`config.mk`:
```
export PLATFORM = sky130hd
export DESIGN_NAME = mux2_rr_arbiter
export DESIGN_NICKNAME = d
export VERILOG_FILES = /design/src/rtl/mux2_arb_pkg.sv /design/src/rtl/mux2_word.sv /design/src/rtl/mux2_rr_arbiter.sv
export SDC_FILE = /design/constraint.sdc
export NUM_CORES = 1
export LEC_CHECK = 0
export ABC_CLOCK_PERIOD_IN_PS = 1600
export CORE_MARGIN = 2
export CORE_UTILIZATION = 40
export CTS_CLUSTER_DIAMETER = 120
export DETAILED_ROUTE_END_ITERATION = 7
export PLACE_DENSITY_LB_ADDON = 0.25
export SLEW_MARGIN = 20
export SYNTH_ARGS = -nofsm -noshare
export SYNTH_HDL_FRONTEND = slang
export SYNTH_SLANG_ARGS = --single-unit
```
`constraint.sdc`:
```
create_clock -name clk -period 1.6 [get_ports clk]
set_input_delay 0.4 -clock clk [delete_from_list [all_inputs] [get_ports clk]]
set_output_delay 0.4 -clock clk [all_outputs]
set_load 0.05 [all_outputs]
```
`src/rtl/mux2_arb_pkg.sv`:
```
// -----------------------------------------------------------------------------
// mux2_arb_pkg
// Shared definitions for the two-requester round-robin packet arbiter:
//   - arb_state_e : arbiter FSM encoding (idle / granted to req0 / granted to req1)
//   - DefaultDw   : default data width of each requester and of the output
//   - DefaultCntW : default width of the optional per-requester grant counters
// Optional feature macro used by the arbiter: MUX2_ARB_STATS_EN.
// -----------------------------------------------------------------------------
package mux2_arb_pkg;

    typedef enum logic [1:0] {
        StIdle = 2'd0,
        StGnt0 = 2'd1,
        StGnt1 = 2'd2
    } arb_state_e;

    localparam int unsigned DefaultDw   = 8;
    localparam int unsigned DefaultCntW = 16;

endpackage

```
`src/rtl/mux2_word.sv`:
```
// -----------------------------------------------------------------------------
// mux2_word
// W-bit combinational 2:1 word mux.
// Ports:
//   d0_i [W]  word selected when s_i = 0
//   d1_i [W]  word selected when s_i = 1
//   s_i       select
//   y_o  [W]  selected word
// -----------------------------------------------------------------------------
module mux2_word #(
    parameter int unsigned W = 9
) (
    input  logic [W-1:0] d0_i,
    input  logic [W-1:0] d1_i,
    input  logic         s_i,
    output logic [W-1:0] y_o
);

    assign y_o = s_i ? d1_i : d0_i;

endmodule

```
`src/rtl/mux2_rr_arbiter.sv`:
```
// -----------------------------------------------------------------------------
// mux2_rr_arbiter
// Round-robin arbiter sharing one 2:1 word mux between two packet requesters.
// A grant is held for a whole packet (until the accepted last beat); the next
// arbitration then favours the other requester. Beats pass through a single
// registered output stage towards one downstream consumer.
//
// Ports:
//   clk, rst_n                 clock, asynchronous active-low reset
//   reqN_valid_i/_data_i/_last_i  requester N beat (N = 0, 1)
//   reqN_ready_o               requester N beat accepted when valid & ready
//   out_valid_o/_data_o/_last_o   registered output beat
//   out_ready_i                downstream accepts when out_valid & out_ready
//   sel_o                      current mux select / grant owner (registered)
//   grant_cnt0_o, grant_cnt1_o saturating packet-grant counters
//                              (present only with MUX2_ARB_STATS_EN defined)
//
// Optional feature: define MUX2_ARB_STATS_EN to add the grant counters.
// -----------------------------------------------------------------------------
module mux2_rr_arbiter
    import mux2_arb_pkg::*;
#(
    parameter int unsigned DW    = DefaultDw,
    parameter int unsigned CNT_W = DefaultCntW
) (
    input  logic             clk,
    input  logic             rst_n,

    input  logic             req0_valid_i,
    input  logic [DW-1:0]    req0_data_i,
    input  logic             req0_last_i,
    output logic             req0_ready_o,

    input  logic             req1_valid_i,
    input  logic [DW-1:0]    req1_data_i,
    input  logic             req1_last_i,
    output logic             req1_ready_o,

    output logic             out_valid_o,
    output logic [DW-1:0]    out_data_o,
    output logic             out_last_o,
    input  logic             out_ready_i,

`ifdef MUX2_ARB_STATS_EN
    output logic [CNT_W-1:0] grant_cnt0_o,
    output logic [CNT_W-1:0] grant_cnt1_o,
`endif
    output logic             sel_o
);

    arb_state_e     state_q, state_d;
    logic           prio_q, prio_d;
    logic           sel_q, sel_d;
    logic           out_valid_q, out_valid_d;
    logic [DW-1:0]  out_data_q, out_data_d;
    logic           out_last_q, out_last_d;

    logic [DW:0]    mux_y;
    logic           acc0, acc1, accept;
    logic           grant0, grant1;

    // Data and last travel together through the shared mux.
    mux2_word #(
        .W (DW + 1)
    ) u_mux (
        .d0_i ({req0_last_i, req0_data_i}),
        .d1_i ({req1_last_i, req1_data_i}),
        .s_i  (sel_q),
        .y_o  (mux_y)
    );

    always_comb begin
        req0_ready_o = (state_q == StGnt0) && (!out_valid_q || out_ready_i);
        req1_ready_o = (state_q == StGnt1) && (!out_valid_q || out_ready_i);
        acc0   = req0_valid_i && req0_ready_o;
        acc1   = req1_valid_i && req1_ready_o;
        accept = acc0 || acc1;
    end

    always_comb begin
        state_d = state_q;
        prio_d  = prio_q;
        sel_d   = sel_q;
        case (state_q)
            StIdle: begin
                // prio_q = 1 favours req1 when both are valid.
                if (req0_valid_i && (!req1_valid_i || !prio_q)) begin
                    state_d = StGnt0;
                    sel_d   = 1'b0;
                end else if (req1_valid_i) begin
                    state_d = StGnt1;
                    sel_d   = 1'b1;
                end
            end
            StGnt0: begin
                if (acc0 && req0_last_i) begin
                    state_d = StIdle;
                    prio_d  = 1'b1;
                end
            end
            StGnt1: begin
                if (acc1 && req1_last_i) begin
                    state_d = StIdle;
                    prio_d  = 1'b0;
                end
            end
            default: state_d = StIdle;
        endcase

        grant0 = (state_q == StIdle) && (state_d == StGnt0);
        grant1 = (state_q == StIdle) && (state_d == StGnt1);
    end

    // Output stage: load on accept, drain when consumed, hold while stalled.
    always_comb begin
        out_valid_d = out_valid_q;
        out_data_d  = out_data_q;
        out_last_d  = out_last_q;
        if (accept) begin
            out_valid_d = 1'b1;
            out_data_d  = mux_y[DW-1:0];
            out_last_d  = mux_y[DW];
        end else if (out_ready_i) begin
            out_valid_d = 1'b0;
        end
    end

    always_ff @(posedge clk or negedge rst_n) begin
        if (!rst_n) begin
            state_q     <= StIdle;
            prio_q      <= 1'b0;
            sel_q       <= 1'b0;
            out_valid_q <= 1'b0;
            out_data_q  <= '0;
            out_last_q  <= 1'b0;
        end else begin
            state_q     <= state_d;
            prio_q      <= prio_d;
            sel_q       <= sel_d;
            out_valid_q <= out_valid_d;
            out_data_q  <= out_data_d;
            out_last_q  <= out_last_d;
        end
    end

    assign out_valid_o = out_valid_q;
    assign out_data_o  = out_data_q;
    assign out_last_o  = out_last_q;
    assign sel_o       = sel_q;

`ifdef MUX2_ARB_STATS_EN
    logic [CNT_W-1:0] grant_cnt0_q, grant_cnt0_d;
    logic [CNT_W-1:0] grant_cnt1_q, grant_cnt1_d;

    // Counters saturate at all-ones instead of wrapping.
    always_comb begin
        grant_cnt0_d = grant_cnt0_q;
        grant_cnt1_d = grant_cnt1_q;
        if (grant0 && (grant_cnt0_q != '1)) grant_cnt0_d = grant_cnt0_q + CNT_W'(1);
        if (grant1 && (grant_cnt1_q != '1)) grant_cnt1_d = grant_cnt1_q + CNT_W'(1);
    end

    always_ff @(posedge clk or negedge rst_n) begin
        if (!rst_n) begin
            grant_cnt0_q <= '0;
            grant_cnt1_q <= '0;
        end else begin
            grant_cnt0_q <= grant_cnt0_d;
            grant_cnt1_q <= grant_cnt1_d;
        end
    end

    assign grant_cnt0_o = grant_cnt0_q;
    assign grant_cnt1_o = grant_cnt1_q;
`else
    logic             unused_grant;
    logic [CNT_W-1:0] unused_cnt_w;
    assign unused_grant = grant0 ^ grant1;
    assign unused_cnt_w = '0;
`endif

endmodule

```
==> impl_metrics.xml <==
<?xml version="1.0" encoding="UTF-8"?>
<metrics>
  <group name="setup_path">
    <metric name="timing.critical_path.fanout_max" unit="">5</metric>
    <metric name="r2r_start" unit="">state_q[1]</metric>
    <metric name="critical_path.startpoint_type" unit="">flop</metric>
    <metric name="timing.critical_path.required" unit="ps">1200</metric>
    <metric name="timing.setup.critical_path_class" unit="">reg -&gt; out</metric>
    <metric name="setup.worst_path.start" unit="">out_valid_o</metric>
    <metric name="arrival" unit="ps">1310</metric>
    <metric name="timing.critical_path.to_type" unit="">output pin</metric>
  </group>
  <group name="timing">
    <metric name="worstMarginPinSlew" unit="ps">352</metric>
    <metric name="slew_headroom" unit="%">76.4</metric>
    <metric name="fmax" unit="MHz">584</metric>
    <metric name="unrepaired_setup_endpoints_after_global_routing" unit="">true</metric>
    <metric name="fin_ws" unit="ps">-113</metric>
    <metric name="finalClockSkew" unit="ps">7.27</metric>
    <metric name="min_period" unit="ps">1710</metric>
    <metric name="timing.final.hold_violations" unit="">0</metric>
    <metric name="finalSetupViolCount" unit="">2</metric>
    <metric name="layout_worst_path_cycle_share" unit="%">107</metric>
    <metric name="drv_slew" unit="">0</metric>
  </group>
  <group name="synth">
    <metric name="synth-seq-area-share" unit="%">45.1</metric>
    <metric name="yosys_warnings" unit="">0</metric>
    <metric name="post_synth_num_cell_types" unit="">19</metric>
    <metric name="synthCells" unit="">59</metric>
    <metric name="syn_nets" unit="">82</metric>
    <metric name="postSynthRegisterBits" unit="">14</metric>
    <metric name="synth_area" unit="µm²">777</metric>
    <metric name="syn-mean-instance-area" unit="µm²">13.2</metric>
  </group>
  <group name="job">
    <metric name="number_of_max_cap_violations" unit="">0</metric>
  </group>
  <group name="pwr">
    <metric name="fin_total_pwr" unit="W">0.00318</metric>
    <metric name="power_per_cell_area" unit="nW/µm²">2240</metric>
    <metric name="power.static_leakage" unit="nW">0.613</metric>
    <metric name="power.ir.vdd_worst" unit="mV">1.55</metric>
  </group>
  <group name="clocking">
    <metric name="ctsHtreeMaxLevel" unit="">1</metric>
    <metric name="worst_skew_pair.late_latency" unit="ps">280</metric>
    <metric name="numClockSinks" unit="">14</metric>
    <metric name="cts_root_buf" unit="">clkbuf_4</metric>
    <metric name="clk_transition_reported_paths" unit="ps">90</metric>
    <metric name="ctsLongestPathBuffers" unit="">2</metric>
    <metric name="tritoncts_clock_tree" unit="">yes</metric>
    <metric name="cts_buffers" unit="">3</metric>
  </group>
  <group name="final_layout">
    <metric name="fillerInstances" unit="">92</metric>
    <metric name="finished_cell_area" unit="µm²">1420</metric>
    <metric name="area_growth" unit="%">82.4</metric>
    <metric name="antenna_cells" unit="">0</metric>
    <metric name="drive_above_1_share" unit="%">55.6</metric>
    <metric name="seq_area" unit="µm²">355</metric>
    <metric name="total_number_of_nets_in_the_final_design" unit="">132</metric>
    <metric name="multi_input_area" unit="µm²">418</metric>
  </group>
  <group name="global_route">
    <metric name="grt_antenna_before_repair" unit="">0</metric>
    <metric name="maximum_number_of_pins_on_one_net_before_global_route_repair" unit="">12</metric>
    <metric name="grt_pass1_wl" unit="mm">2.92</metric>
    <metric name="globalRouteOverflowTotal" unit="">0</metric>
    <metric name="grt.total_usage" unit="%">19.2</metric>
    <metric name="via_count_of_the_first_global_routing_pass" unit="">642</metric>
  </group>
  <group name="drt">
    <metric name="met3WireLength" unit="µm">127</metric>
    <metric name="route.detailed.drc" unit="">0</metric>
    <metric name="ant_nets" unit="">0</metric>
    <metric name="totalWireLength" unit="mm">2.18</metric>
    <metric name="average_wire_per_standard_cell" unit="µm">16.4</metric>
    <metric name="dr.first_iter.drc_count" unit="">24</metric>
    <metric name="detailroute.wirelength.met2" unit="mm">1.21</metric>
    <metric name="routedLengthMet1" unit="µm">826</metric>
    <metric name="detailroute.via_count" unit="">703</metric>
    <metric name="detail_route.vias_per_cell" unit="">5.29</metric>
    <metric name="highest_routing_layer_actually_used" unit="">met4</metric>
    <metric name="first_pass_iters" unit="">4</metric>
  </group>
  <group name="outcome">
    <metric name="violations" unit="">setup timing</metric>
    <metric name="outcome" unit="">finished, violations left</metric>
  </group>
  <group name="hold_path">
    <metric name="hold_path.class" unit="">in -&gt; async</metric>
  </group>
  <group name="die">
    <metric name="design.die.area" unit="µm²">2310</metric>
    <metric name="fp-row-count" unit="">15</metric>
    <metric name="initial_core_util" unit="%">43.6</metric>
    <metric name="die_h" unit="µm">48.1</metric>
    <metric name="num_io_pins" unit="">36</metric>
    <metric name="floorplan.die.width" unit="µm">48.1</metric>
    <metric name="fp.coreArea" unit="µm²">1780</metric>
  </group>
  <group name="placement">
    <metric name="routabilityCongestion" unit="">0.777</metric>
    <metric name="numPortBuffers" unit="">35</metric>
    <metric name="placed_area" unit="µm²">1300</metric>
    <metric name="detailedPlacementHpwl" unit="mm">1.46</metric>
  </group>
</metrics>
-- layout by cell type, fill, tap and decap left out, types with 3 or more instances in the layout --
cell | netlist | routed
buf_12 | 0 | 13
clkdlybuf4s50_1 | 0 | 21
clkbuf_4 | 0 | 3
buf_4 | 1 | 13
dfrtp_1 | 14 | 10
mux2_2 | 18 | 18
nand2_1 | 4 | 4
dfrtp_2 | 0 | 4
-- final timing paths --
| kind | endpoint | slack [ps] | cells after the start |
|---|---|---|---|
| setup / recovery | req0_ready_o | -110 | 3 |
| hold / removal | out_valid_o | 380 | 1 |
| setup reg to reg | out_data_o[6] | 80 | 4 |
| hold reg to reg | prio_q | 530 | 1 |
| max in group asynchronous | out_data_o[0] | 770 | 2 |
| min in group clk | prio_q | 530 | 1 |
-- metal layers --
layer | vias up | GRT usage [%]
met1 | 353 | 19.7
met4 | 0 | 6.49
li1 | 315 | -
met5 | - | 0
met3 | 2 | 4.53
met2 | 33 | 37.3
-- repair_timing --
item | CTS | global route
hold buffers | 0 | 0
gates cloned | 0 | 1
pin swaps | 3 | 3
setup endpoints to repair | 11 | 12
gates resized for setup | 5 | 2
buffers inserted | 6 | 2
-- report_power, final --
group,switching (W),internal [W]
clock,0.000117,0.000138
combinational,0.000992,0.00116
sequential,0.000230,0.000543
total,0.00134,0.00184
-- per-stage QoR --
step	hold WS (ps)	setup TNS (ps)	util, %	cells	setup slack [ps]
after floorplan	104	-197	-	59	-129
after global placement	507	-3990	72.9	120	-332
after detailed placement	512	-4620	72.9	120	-384
after CTS	374	-183	77.7	130	-102
after global routing	382	-264	79.5	133	-156
final	381	-188	79.5	133	-113
-- cell type report --
| cell class | instances | share of cell area, % |
|---|---|---|
| timing repair buffer | 48 | 40.7 |
| multi-input combinational | 42 | 29.5 |
| sequential | 14 | 25.1 |
| clock buffer | 4 | 2.56 |
| tap | 25 | 2.21 |
-- synthesized netlist by cell type --
master	instances	area share, %
or2_2	1	0.81
a32o_1	1	1.3
or2b_1	1	0.97
mux2_2	18	26
nand3b_4	2	5.2
nor2_1	2	0.97
buf_6	3	4.3
o32a_1	1	1.3
dfrtp_1	14	45
nor4b_1	1	1.1
nor3b_1	1	0.97
nand3b_1	2	1.9
and2b_1	1	0.97
a21oi_1	2	1.3
a21oi_4	1	2.1
nand2_1	4	1.9
nand2b_1	1	0.81
buf_4	1	0.97
o31ai_1	2	1.9
-- worst max-delay path, cell delays in order, from the launching register on --
cell     delay, ps
dfrtp_2        410
and2b_4        200
nor3b_4        250
buf_12         170
-- cell families (layout without fill, tap and decap cells) --
| kind of cell | count (synthesis) | count (layout) | share of synthesized area, % |
|---|---|---|---|
| mux | 18 | 18 | 26.1 |
| simple gates | 16 | 16 | 15.6 |
| flops | 14 | 14 | 45.1 |
| compound gates | 7 | 8 | 7.89 |
| buf+inv | 4 | 52 | 5.31 |
-- registers in the layout, summed over array words and instances (netlist names) --
signal,cells
sel_o,1
state_q,2
out_data_o,8
prio_q,1
out_valid_o,1
out_last_o,1
(Power assumes the default switching activity.)
